[src/rtl/rca_32bit_seq.sv]
// Purpose : multi-cycle ripple-carry adder, one CHUNK-bit slice per clock, slice carry held in a register.
// Latency : start accepted at edge E; done strobe and results valid after edge E+N, N = WIDTH/CHUNK.
// Backpr. : start is ignored while busy=1 and is never queued; the done cycle has busy=0 and accepts a new start.
//
// Ports:
//   clk, rst          rising-edge clock; asynchronous active-high reset
//   start             request, sampled only while busy=0
//   a, b, carry_in    operands and carry into bit 0, latched with an accepted start
//   busy              high while slices are being added
//   done              one-cycle strobe, sum/carry/overflow were updated this cycle
//   sum               a+b+carry_in mod 2^WIDTH
//   carry             carry out of bit WIDTH-1
//   overflow          two's-complement overflow (carry into MSB xor carry out of MSB)
//
// WIDTH must be a multiple of CHUNK.
module rca_32bit_seq #(
    parameter int WIDTH = 32,
    parameter int CHUNK = 8
) (
    input  logic             clk,
    input  logic             rst,
    input  logic             start,
    input  logic [WIDTH-1:0] a,
    input  logic [WIDTH-1:0] b,
    input  logic             carry_in,
    output logic             busy,
    output logic             done,
    output logic [WIDTH-1:0] sum,
    output logic             carry,
    output logic             overflow
);

    localparam int N     = WIDTH / CHUNK;
    // A one-slice configuration still needs a 1-bit index to keep the logic uniform.
    localparam int IDX_W = (N > 1) ? $clog2(N) : 1;
    localparam logic [IDX_W-1:0] LAST_IDX = IDX_W'(N - 1);

    typedef enum logic {
        IDLE,
        RUN
    } state_t;

    state_t state, state_nxt;

    logic [IDX_W-1:0] idx;
    logic [WIDTH-1:0] a_reg;
    logic [WIDTH-1:0] b_reg;
    logic [WIDTH-1:0] work_sum;
    logic [WIDTH-1:0] work_sum_nxt;
    logic             run_c;

    logic [CHUNK-1:0] a_sl;
    logic [CHUNK-1:0] b_sl;
    logic [CHUNK:0]   sl_sum;
    logic             msb_cin;
    logic             last;
    logic             accept;

    // ------------------------------------------------------------------
    // Slice datapath
    // ------------------------------------------------------------------
    always_comb begin
        a_sl = '0;
        b_sl = '0;
        for (int s = 0; s < N; s++) begin
            if (idx == IDX_W'(s)) begin
                a_sl = a_reg[s*CHUNK +: CHUNK];
                b_sl = b_reg[s*CHUNK +: CHUNK];
            end
        end
    end

    assign sl_sum = {1'b0, a_sl} + {1'b0, b_sl} + {{CHUNK{1'b0}}, run_c};

    // Carry into the top bit of the current slice; only meaningful on the last
    // slice, where it is the carry into bit WIDTH-1.
    assign msb_cin = a_sl[CHUNK-1] ^ b_sl[CHUNK-1] ^ sl_sum[CHUNK-1];

    always_comb begin
        work_sum_nxt = work_sum;
        for (int s = 0; s < N; s++) begin
            if (idx == IDX_W'(s)) begin
                work_sum_nxt[s*CHUNK +: CHUNK] = sl_sum[CHUNK-1:0];
            end
        end
    end

    assign last   = (idx == LAST_IDX);
    assign accept = (state == IDLE) && start;
    assign busy   = (state == RUN);

    // ------------------------------------------------------------------
    // Control FSM
    // ------------------------------------------------------------------
    always_ff @(posedge clk or posedge rst) begin
        if (rst) begin
            state <= IDLE;
        end else begin
            state <= state_nxt;
        end
    end

    always_comb begin
        state_nxt = state;
        case (state)
            IDLE:    if (start) state_nxt = RUN;
            RUN:     if (last)  state_nxt = IDLE;
            default: state_nxt = IDLE;
        endcase
    end

    // ------------------------------------------------------------------
    // Working registers and result outputs
    // ------------------------------------------------------------------
    always_ff @(posedge clk or posedge rst) begin
        if (rst) begin
            idx      <= '0;
            a_reg    <= '0;
            b_reg    <= '0;
            work_sum <= '0;
            run_c    <= 1'b0;
            done     <= 1'b0;
            sum      <= '0;
            carry    <= 1'b0;
            overflow <= 1'b0;
        end else begin
            done <= 1'b0;
            if (accept) begin
                a_reg    <= a;
                b_reg    <= b;
                run_c    <= carry_in;
                idx      <= '0;
                work_sum <= '0;
            end else if (state == RUN) begin
                work_sum <= work_sum_nxt;
                run_c    <= sl_sum[CHUNK];
                idx      <= idx + 1'b1;
                if (last) begin
                    // Results are only published here, so outputs never show
                    // a partially accumulated sum. Index is parked at 0 so a
                    // non-power-of-two slice count cannot wrap into a stale slice.
                    idx      <= '0;
                    sum      <= work_sum_nxt;
                    carry    <= sl_sum[CHUNK];
                    overflow <= msb_cin ^ sl_sum[CHUNK];
                    done     <= 1'b1;
                end
            end
        end
    end

endmodule

[config.mk]
export PLATFORM = sky130hd
export DESIGN_NAME = rca_32bit_seq
export DESIGN_NICKNAME = d
export VERILOG_FILES = /design/src/rtl/rca_32bit_seq.sv
export SDC_FILE = /design/constraint.sdc
export NUM_CORES = 1
export LEC_CHECK = 0
export ABC_AREA = 1
export BUFFER_PORTS_ARGS = -buffer_cell sky130_fd_sc_hd__buf_2
export CAP_MARGIN = 20
export CORE_ASPECT_RATIO = 0.5
export CORE_MARGIN = 2
export CORE_UTILIZATION = 40
export DETAILED_ROUTE_END_ITERATION = 16
export GPL_TIMING_DRIVEN = 0
export MAX_ROUTING_LAYER = met4
export PLACE_DENSITY_LB_ADDON = 0.1
export SLEW_MARGIN = 10
export SYNTH_ARGS = -nofsm -noshare
export SYNTH_HDL_FRONTEND = slang
export SYNTH_SLANG_ARGS = --single-unit
[constraint.sdc]
create_clock -name clk -period 10.1 [get_ports clk]
set_input_delay 1.01 -clock clk [delete_from_list [all_inputs] [get_ports clk]]
set_output_delay 1.01 -clock clk [all_outputs]
set_load 0.005 [all_outputs]
### After elaboration in Yosys (flattened, before gate mapping)

Cells that the tools add are included.

| operators by class | value |
|---|---|
| add/subtract/negate cells | 3 |
| equal/unequal tests | 3 |
| mux-type cells | 25 |
| bitwise operators | 5 |
| reductions and logical operators | 4 |

Operators by type and width:

| operator | number |
|---|---|
| $mux W8 | 12 |
| $mux W32 | 2 |
| $add A8 B8 Y9 | 1 |
| $add A9 B1 Y9 | 1 |
| $mux W1 | 7 |
| $mux W2 | 3 |
| $eq A2 B2 Y1 const B | 2 |
| $reduce_and A3 Y1 | 1 |
| $xor A1 B1 Y1 | 3 |
| $add A2 B1 Y2 const B | 1 |
| $eq A2 B1 Y1 const B | 1 |
| $logic_not A2 Y1 | 1 |
| $not A1 Y1 | 2 |
| $pmux W1 S2 | 1 |
| $reduce_bool A2 Y1 | 1 |
| $logic_and A1 B1 Y1 | 1 |

| storage, ports and cells | value |
|---|---|
| register bits after elaboration | 135 |
| input port bits | 68 |
| output and inout port bits | 36 |
| word-level logic and storage cells | 50 |

### Logic depth before layout (Yosys ltp)

Gate-level depths: netlist (run 1).

| depth | value |
|---|---|
| word-level depth | 10 |
| depth in mapped cells | 18 |
| gate-level depth less buffers | 17 |

### Least setup slack after synthesis (run 1)

No wires, ideal clock.

| timing | value |
|---|---|
| kind | reg-to-reg |
| start point | register idx[1] |
| end point | register sum[6] |
| setup time | 0.117 ns |
| data arrival time | 2.521 ns |
| data required time | 9.983 ns |
| setup slack | 7.461 ns |
| cell stages (with the launch flop) | 18 |
| buffers on the path | 1 |
| period minus slack after synthesis | 2.639 ns |
| path through | dfrtp_1 > inv_1 > ha_1 > inv_2 > buf_2 > nor2_1 > o31ai_1 > o21ai_0 > fa_1 > inv_1 > fa_1 > nand2_2 > nand2_2 > nand3b_4 > nand3_1 > nand3_1 > nand3_1 > nand2_1 |

| on the way | value |
|---|---|
| word-level cells in the longest chain between the ends | 8 |
| elaborated cells on any way between the ends | 16 |
| those cells by class | add/sub: 2; eq/ne: 3; mux: 9; reduce/logical: 2 |

Ends and longest elaborated chain:

| what | RTL line | source |
|---|---|---|
| from (decl) | 45 | `logic [IDX_W-1:0] idx;` |
| from (signal assigned) | 137 | `idx <= idx + 1'b1;` |
| $logic_not A2 Y1 | 66, 82 |  |
| $mux W8 (4 in a row) | 66 | `if (idx == IDX_W'(s)) begin` |
| $add A8 B8 Y9 | 73 | `assign sl_sum = {1'b0, a_sl} + {1'b0, b_sl} + {{CHUNK{1'b0}}, run_c};` |
| $add A9 B1 Y9 | 73 |  |
| $mux W8 | 82 | `if (idx == IDX_W'(s)) begin` |
| to (signal assigned) | 143 | `sum <= work_sum_nxt;` |
| to (decl) | 28 | `output logic [WIDTH-1:0] sum,` |

Several ways; a longest one is shown, not always the timed one.
A chain may end at the register's enable or synchronous reset.

### Final worst setup path (run 1)

| timing | value |
|---|---|
| start point | register idx[1] |
| end point | register sum[20] |

| on the way | value |
|---|---|
| word-level cells in the longest chain between the ends | 8 |
| elaborated cells on any way between the ends | 16 |
| those cells by class | add/sub: 2; eq/ne: 3; mux: 9; reduce/logical: 2 |

Ends and longest elaborated chain:

| what | RTL line |
|---|---|
| $logic_not A2 Y1 | 66 |
| $mux W8 (4 in a row) | 66 |
| $add A8 B8 Y9 | 73 |
| $add A9 B1 Y9 | 73 |
| $mux W8 | 82 |

Several ways; a longest one is shown, not always the timed one.

==> results.json, run 1 <==
{
  "clk_pin_slew_worst_paths_ps": 60,
  "dieHeight_um": 91.03,
  "layout.nets": 943,
  "p_leak_nw": 3.999,
  "drc": 0,
  "ys_async_sr_fraction": 1.000,
  "design.die.area_mm2": 0.01621,
  "required_ps": 10400,
  "ctsHtreeMaxLevel": 4,
  "ys_seq_elements": 127,
  "cts-root-buf": "clkbuf_16",
  "boundaryPins": 104,
  "synth.cell_area_mm2": 0.006060,
  "yosysMostFrequentCell": "nand2_1",
  "synth.avg_cell_area_um2": 8.200,
  "reg2reg_from": "idx[1]",
  "min_path_type": "register to register",
  "place_area_mm2": 0.006855,
  "synth-seq-area-share": 0.5245,
  "clk-insertion-delay-late_ps": 420,
  "antenna_found_initial": 0,
  "startpoint_type": "register",
  "place_hpwl_mm": 12.15,
  "die_x_um": 178.1,
  "hold_violations": 0,
  "clockBufferDepth": 2,
  "irDropWorstVdd_mv": 0.1928,
  "grt_pass1_vias": 5005,
  "cp_max_fo": 10,
  "viasPerCell": 4.919,
  "hold-path-cell-count": 2,
  "stdcell_area_mm2": 0.007458,
  "fp.coreArea_mm2": 0.01462,
  "n_antenna_cell": 0,
  "synth_cells": 739,
  "clock_skew_ps": 12.28,
  "syn2layout_area_growth_pct": 23.08,
  "min_from": "work_sum[6]",
  "p_int_mw": 1.761,
  "synth_flop_cell": "dfrtp_1",
  "grt_setup_unrepaired": "no",
  "yosys-top-cells-area": "dfrtp_1 52%, nand2_1 20%, nand3_1 5.4%, o21ai_0 4.2%, ha_1 2.3%",
  "ys_top_cells_by_count": "324 x nand2_1, 127 x dfrtp_1, 65 x nand3_1, 51 x o21ai_0, 30 x inv_1",
  "pwr_density_cell_mw_per_mm2": 425.9,
  "initial_core_util": 0.4144,
  "critical_path.endpoint_type": "register",
  "cp_slowest_cell": "fa_1",
  "drt_iter0_markers": 410,
  "crit_arrival_ps": 3690,
  "worst_slew_pin_slew_ps": 631.9,
  "grt.total_usage": 0.2289,
  "cts_buffers": 17,
  "slew_violations": 0,
  "cts_tree": "done",
  "yosys_warnings": 0,
  "cts_hold_buf": 0,
  "final-setup-viol-count": 0,
  "ctsResizeCount": 0,
  "drt_wl_total_mm": 17.02,
  "gp_congestion": 0.8561,
  "tns_ps": 0,
  "synth_edf_count": 0,
  "p_comb_frac": 0.519,
  "p_seq_frac": 0.281,
  "fin_crit_ps": 3386,
  "r2r_end": "sum[20]",
  "critPathMaxStageDelay_ps": 440,
  "synth_top_area_share": 0.5245,
  "overflow": 0,
  "crit_chain": "inv_1, ha_1, inv_2, buf_2, nor2_1, o31ai_1, o21ai_0, fa_1, inv_1, fa_1, nand2_2, nand2_2, nand2_2, xor2_2, nand2_1, nand3_1, nand2_1",
  "synth_area_leader_cell": "dfrtp_1",
  "rows": 31,
  "crit_type": "register to register",
  "io_buffers": 103,
  "status": "finished clean",
  "rrSetupSlack_ps": 6710,
  "n_fill_cell": 1439,
  "drive_above_1_share": 0.2342,
  "vias": 5258,
  "reg2reg_depth": 17,
  "drv_cap": 0,
  "fin_crit_sh": 0.3352,
  "p_sw_mw": 1.415,
  "syn_nets": 820,
  "cts.sinks": 127,
  "wl_per_cell_um": 15.92,
  "worst_hold_path.endpoint": "work_sum[6]",
  "timing.fmax_mhz": 295.3,
  "crit_path_frequent_cell": "nand2_2",
  "slew_headroom": 0.5787,
  "drtAntennaViolNets": 0,
  "dr.pass1.iters": 7,
  "yosys.cell_types.count": 32,
  "clockPowerShare": 0.200,
  "grt_pass1_wl_mm": 27.30,
  "grt_max_degree": 65,
  "cts_setup_buffers": 0,
  "swShare": 0.4456
}
==> cells in the final DEF (no fill, tap or decap), types with 3 or more instances in the layout <==
master	n
buf_4	11
inv_2	4
clkbuf_16	17
o21ai_1	8
nand2_2	6
nand3_1	65
dfrtp_1	127
bufinv_16	3
nand3_2	4
nor2_1	13
ha_1	11
inv_1	29
buf_2	128
nand2_1	324
o21ai_0	51
clkbuf_1	3
clkbuf_8	5
o211ai_1	8
or2_1	3
or2_2	13
a21oi_1	17
==> final cells by class <==
| cell class | instances | area, µm² | share of cell area |
|---|---|---|---|
| inverter | 35 | 136.4 | 0.01829 |
| buffer | 40 | 237.7 | 0.03187 |
| clock buffer | 23 | 498.0 | 0.06677 |
| timing repair buffer | 104 | 543.0 | 0.07281 |
| tap | 198 | 247.7 | 0.03322 |
| sequential | 127 | 3178 | 0.4261 |
| multi-input combinational | 537 | 2512 | 0.3369 |
| clock inverter | 5 | 105.1 | 0.01409 |
==> metrics by stage <==
| step | utilization | setup WS, ps | hold WS [ps] | cells | power [mW] |
|---|---|---|---|---|---|
| after floorplan | - | 5706 | 441.0 | 739 | 2.023 |
| final | 0.5101 | 6714 | 470.5 | 1069 | 3.176 |
| after global routing | 0.5101 | 6365 | 484.8 | 1069 | 3.443 |
| after CTS | 0.5101 | 6698 | 471.6 | 1069 | 3.179 |
| after global placement | 0.4666 | 4061 | 452.9 | 1040 | 2.495 |
| after detailed placement | 0.4688 | 6790 | 456.8 | 1041 | 2.528 |
==> power by group through the flow <==
stage               clock, mW  combinational, mW  sequential (mW)
finish                  0.635               1.65            0.894
global route            0.664               1.86            0.922
CTS                     0.642               1.64            0.893
detailed placement          0               1.63            0.899
global placement            0               1.60            0.895
floorplan                   0               1.15            0.869
==> worst max-delay path by stage <==
| stage | startpoint | to | slack [ps] | cells after the start |
|---|---|---|---|---|
| after floorplan | rst | a_reg[0] | 5710 | 1 |
| final | idx[1] | sum[20] | 6710 | 17 |
| after CTS | idx[1] | sum[20] | 6700 | 17 |
| after detailed placement | idx[0] | work_sum[4] | 6790 | 15 |
| after global routing | idx[1] | sum[4] | 6360 | 17 |
| after global placement | rst | a_reg[23] | 4060 | 2 |
==> logic make-up after synthesis <==
family / count (synthesis) / share of synthesized area
adders and majority gates: 13 / 0.02932
xor gates and xnor gates: 2 / 0.004131
DFF: 127 / 0.5245
and+or+nand+nor: 432 / 0.2994
buffers and inverters: 75 / 0.06091
AOI/OAI and AO/OA: 90 / 0.08177
==> worst max-delay path, delay by kind of cell, from the launching register on <==
family          cells  cell delay [ps]
fa+ha+maj           3              860
compound gates      2              490
simple gates        7              650
xor+xnor            1              280
buf+inv             4              640
flops               1              370
==> layer usage <==
layer,share of wire,vias to the layer above,wire length [µm],global-route usage
met4,0.011,0,195,0.06079
met5,0,-,0,-
li1,-,2598,-,-
met3,0.043,21,731,0.04104
met2,0.42,139,7068,0.3172
met1,0.53,2500,9022,0.3417
Power figures use the tool's default switching activity.
==> inputs of run 2 (changes only) <==
- clock period: 10.1 -> 2.9 ns (I/O delays scaled with it)
==> results.json, run 2 (same netlist as run 1, synthesis figures left out) <==
{
  "clk-insertion-delay-late_ps": 420,
  "die_x_um": 178.1,
  "p_leak_nw": 4.102,
  "timing.fmax_mhz": 358.3,
  "tns_ps": 0,
  "cts-root-buf": "clkbuf_16",
  "drive_above_1_share": 0.2814,
  "final_cell_mix": "317 x nand2_1, 126 x dfrtp_1, 118 x buf_2",
  "critical_path.endpoint_type": "register",
  "status": "finished clean",
  "fin_crit_sh": 0.9624,
  "clockPowerShare": 0.174,
  "fin_crit_ps": 2791,
  "ctsHtreeMaxLevel": 4,
  "swShare": 0.4560,
  "clk_pin_slew_worst_paths_ps": 60,
  "rrSetupSlack_ps": 110,
  "slew_violations": 0,
  "power.total_mw": 11.77,
  "viasPerCell": 4.928,
  "n_antenna_cell": 0,
  "drt_wl_total_mm": 17.26,
  "n_fill_cell": 1407,
  "cts_buffers": 17,
  "crit_type": "register to register",
  "vias": 5337,
  "grt_max_degree": 37,
  "worst_slew_pin_slew_ps": 718.2,
  "boundaryPins": 104,
  "final_common_cell": "nand2_1",
  "p_int_mw": 6.405,
  "reg2reg_from": "idx[1]",
  "p_comb_frac": 0.559,
  "syn2layout_area_growth_pct": 28.27,
  "irDropWorstVdd_mv": 0.9195,
  "clockBufferDepth": 2,
  "drt_iter0_markers": 383,
  "grt.total_usage": 0.2287,
  "crit_end": "overflow",
  "r2r_end": "overflow",
  "grt_pass1_vias": 5008,
  "pwr_density_cell_mw_per_mm2": 1515,
  "reg2reg_depth": 17,
  "slew_headroom": 0.5202,
  "drc": 0,
  "rows": 31,
  "design.die.area_mm2": 0.01621,
  "required_ps": 3200,
  "final-setup-viol-count": 0,
  "p_sw_mw": 5.370,
  "hold_violations": 0,
  "stdcell_area_mm2": 0.007772,
  "crit_start": "idx[1]",
  "clock_skew_ps": 8.316,
  "startpoint_type": "register",
  "crit_arrival_ps": 3090,
  "antenna_found_initial": 0,
  "cts_tree": "done",
  "min_path_type": "input port to register",
  "cp_max_fo": 10,
  "layout.nets": 953,
  "dieHeight_um": 91.03,
  "cts.sinks": 127,
  "grt_pass1_wl_mm": 27.27,
  "fp.coreArea_mm2": 0.01462,
  "place_area_mm2": 0.006887,
  "initial_core_util": 0.4144,
  "multi_input_area_mm2": 0.002668,
  "io_buffers": 103,
  "gp_congestion": 0.8486,
  "drtAntennaViolNets": 0,
  "p_seq_frac": 0.267,
  "seq_area_mm2": 0.003179,
  "place_hpwl_mm": 12.33,
  "drv_cap": 0,
  "dr.pass1.iters": 5,
  "wl_per_cell_um": 15.94,
  "overflow": 0
}
## run 2: cell type report
cell class / count / share of cell area
clock buffers: 20 / 0.05876
well taps: 198 / 0.03187
inverters: 35 / 0.01900
repair buffers: 114 / 0.08210
plain buffers: 40 / 0.04185
multi-input cells: 537 / 0.3432
clock inverters: 12 / 0.01417
flip-flops and latches: 127 / 0.4090
## run 2: per-layer routing
layer  global-route usage  vias to the layer above  part of all wire
met5                    -                        -                 0
met4              0.05396                        0             0.011
met3              0.04481                       21             0.062
met2               0.3110                      161              0.42
met1               0.3466                     2534              0.50
li1                     -                     2621                 -
## run 2: worst min-delay path by stage
stage             endpoint        start  cells after the start  slack [ps]
5_1_grt          b_reg[18]        b[18]                      3          70
3_5_place_dp        sum[8]          rst                      2         440
2_1_floorplan     a_reg[0]         a[0]                      2         400
3_3_place_gp   work_sum[4]  work_sum[4]                      2         450
6_report          b_reg[6]         b[6]                      3          70
4_1_cts          b_reg[15]        b[15]                      3          60
## run 2: critical path, cell delays in order (launching register included)
cell and delay (ps):
dfrtp_1 410, buf_4 160, ha_4 180, inv_6 100, buf_8 150, nand3_2 80, a22oi_2 180, fa_2 230
inv_2 50, fa_2 400, nand2_4 80, nand2_4 60, nand3b_4 100, nand2_4 70, a21oi_4 230, nand2_1 80
nand2_1 60, nand2_1 40
## run 2: power by group through the flow
| stage | clock, mW | combinational, mW | sequential, mW |
|---|---|---|---|
| floorplan | 0 | 4.02 | 3.03 |
| global placement | 0 | 5.59 | 3.12 |
| detailed placement | 0 | 5.67 | 3.14 |
| CTS | 2.08 | 5.98 | 3.13 |
| global route | 2.18 | 7.34 | 3.24 |
| finish | 2.05 | 6.58 | 3.14 |
## run 2: per-stage QoR
step | setup slack [ps] | instances | util | hold slack (ps)
3_3_place_gp | -383.8 | 1040 | 0.4668 | 452.6
2_1_floorplan | 261.4 | 739 | - | 399.6
5_1_grt | -16.77 | 1083 | 0.5315 | 65.89
4_1_cts | 1.118 | 1078 | 0.5178 | 55.21
3_5_place_dp | -391.4 | 1043 | 0.4710 | 436.7
6_report | 109.1 | 1083 | 0.5315 | 65.94
## run 2: what timing repair did
| item | CTS | global route |
|---|---|---|
| hold buffers | 1 | 0 |
| gates resized for setup | 28 | 49 |
| endpoints found under the setup margin | 51 | 50 |
| setup buffers | 2 | 5 |
| hold endpoints to repair | 5 | 0 |
| pin swaps | 1 | 9 |
| cloned | 0 | 0 |
==> inputs of run 3 (changes only) <==
--- a/config.mk
+++ b/config.mk
@@ -12,4 +12,5 @@
 export CORE_MARGIN = 2
 export CORE_UTILIZATION = 40
+export CTS_BUF_LIST = sky130_fd_sc_hd__clkbuf_4
 export DETAILED_ROUTE_END_ITERATION = 16
 export GPL_TIMING_DRIVEN = 0
==> constraint.sdc (replaced) <==
create_clock -name clk -period 3.3 [get_ports clk]
set_input_delay 0.33 -clock clk [delete_from_list [all_inputs] [get_ports clk]]
set_output_delay 0.33 -clock clk [all_outputs]
set_load 0.02 [all_outputs]
==> results.json, run 3 (same netlist as run 1, synthesis figures left out) <==
{
  "crit_chain": "inv_1, ha_1, buf_2, a21oi_1, o31ai_2, o21ai_1, fa_1, inv_1, fa_1, nand2_2, nand2_2, nand3b_4, nand2_2, nand2_2, nand3_1, nand3_1, nand2_1",
  "pwr_density_cell_mw_per_mm2": 1190,
  "clockBufferDepth": 2,
  "dieHeight_um": 91.03,
  "min_path_type": "input port to register",
  "clk-insertion-delay-late_ps": 540,
  "fin_crit_ps": 3086,
  "drtAntennaViolNets": 0,
  "crit_arrival_ps": 3520,
  "layout.cells.non_filler": 1132,
  "cts_setup_buffers": 0,
  "tns_ps": 0,
  "grt.total_usage": 0.2300,
  "p_sw_mw": 4.598,
  "p_seq_frac": 0.296,
  "critical_path.endpoint_type": "register",
  "viasPerCell": 4.868,
  "required_ps": 3740,
  "grt_pass1_wl_mm": 27.62,
  "clk_pin_slew_worst_paths_ps": 120,
  "p_int_mw": 4.641,
  "grt_max_degree": 37,
  "dpl.cell_count": 1043,
  "slew_headroom": 0.5358,
  "final_cell_mix": "324 x nand2_1, 127 x dfrtp_1, 122 x buf_2",
  "syn2layout_area_growth_pct": 28.12,
  "clock_skew_ps": 16.87,
  "wl_per_cell_um": 15.11,
  "place_hpwl_mm": 12.33,
  "cts.sinks": 127,
  "p_leak_nw": 4.106,
  "rows": 31,
  "layout.nets": 1002,
  "critPathMaxStageDelay_ps": 390,
  "cts_buffers": 17,
  "fp.coreArea_mm2": 0.01462,
  "drive_above_1_share": 0.2281,
  "cp_slowest_cell": "dfrtp_1",
  "n_antenna_cell": 0,
  "antenna_found_initial": 0,
  "timing.fmax_mhz": 324.1,
  "final-setup-viol-count": 0,
  "overflow": 0,
  "fin_crit_sh": 0.9350,
  "clockPowerShare": 0.109,
  "cts-root-buf": "clkbuf_4",
  "crit_type": "register to register",
  "reg2reg_from": "idx[0]",
  "min_from": "b[30]",
  "drc": 0,
  "slew_violations": 0,
  "irDropWorstVdd_mv": 0.6074,
  "drt_iter0_markers": 343,
  "design.die.area_mm2": 0.01621,
  "final_common_cell": "nand2_1",
  "drv_cap": 0,
  "hold_violations": 0,
  "grt_pass1_vias": 5161,
  "io_buffers": 103,
  "drt_wl_total_mm": 17.10,
  "crit_path_frequent_cell": "nand2_2",
  "p_comb_frac": 0.595,
  "worst_slew_pin_slew_ps": 694.8,
  "boundaryPins": 104,
  "status": "finished clean",
  "hold-path-cell-count": 3,
  "reg2reg_depth": 17,
  "dr.pass1.iters": 5,
  "cp_max_fo": 10,
  "gp_congestion": 0.8486,
  "swShare": 0.4977,
  "initial_core_util": 0.4144,
  "cts_tree": "done",
  "startpoint_type": "register",
  "crit_start": "idx[0]",
  "die_x_um": 178.1,
  "grt_setup_unrepaired": "no",
  "n_fill_cell": 1439,
  "vias": 5511,
  "ctsHtreeMaxLevel": 4
}
run 3: critical path, delay by kind of cell, from the launching register on:
| kind | cells | cell delay, ps |
|---|---|---|
| adders and majority gates | 3 | 890 |
| DFF | 1 | 390 |
| and+or+nand+nor | 8 | 830 |
| buffers and inverters | 3 | 390 |
| AOI/OAI and AO/OA | 3 | 480 |
run 3: layer usage:
| layer | up-vias | wire length [µm] | GRT usage |
|---|---|---|---|
| li1 | 2722 | - | - |
| met1 | 2610 | 8597 | 0.3431 |
| met2 | 160 | 7133 | 0.3201 |
| met3 | 19 | 1135 | 0.04104 |
| met4 | 0 | 233 | 0.05943 |
| met5 | - | 0 | - |
run 3: power groups by stage:
stage               logic [mW]  clock network, mW  registers (mW)
finish                    5.49               1.01            2.73
global route              6.17               1.10            2.82
CTS                       5.31               1.03            2.73
detailed placement        5.23                  0            2.76
global placement          5.16                  0            2.74
floorplan                 3.53                  0            2.89
run 3: through the flow:
stage	utilization	cell area, µm²	power [mW]	setup slack (ps)	hold WS [ps]
3_5_place_dp	0.4710	6887	7.992	8.590	457.7
2_1_floorplan	-	6063	6.425	661.4	439.6
4_1_cts	0.5273	7710	9.068	11.33	12.13
3_3_place_gp	0.4668	6827	7.900	16.19	452.6
6_report	0.5309	7764	9.238	214.4	27.20
5_1_grt	0.5309	7764	10.09	14.28	31.94
run 3: layout make-up:
cell class | count | area, µm² | area share
buffer | 40 | 256.5 | 0.03304
clock buffer | 18 | 135.1 | 0.01741
clock inverter | 14 | 117.6 | 0.01515
inverter | 35 | 141.4 | 0.01821
multi-input combinational | 537 | 2541 | 0.3273
sequential | 127 | 3178 | 0.4093
tap | 198 | 247.7 | 0.03191
timing repair buffer | 163 | 1146 | 0.1476
run 3: worst paths after layout:
| check | slack [ps] | endpoint |
|---|---|---|
| max in group asynchronous | 2030 | b_reg[26] |
| worst max-delay path | 210 | sum[6] |
| min in group asynchronous | 420 | sum[8] |
| worst min register to register | 490 | sum[26] |
| worst min-delay path | 30 | b_reg[30] |
| worst max register to register | 210 | sum[6] |
run 3: repair_timing:
action | CTS | global route
gates resized for setup | 0 | 18
hold buffers | 57 | 0
endpoints found under the hold margin | 84 | 0
endpoints found under the setup margin | 0 | 41
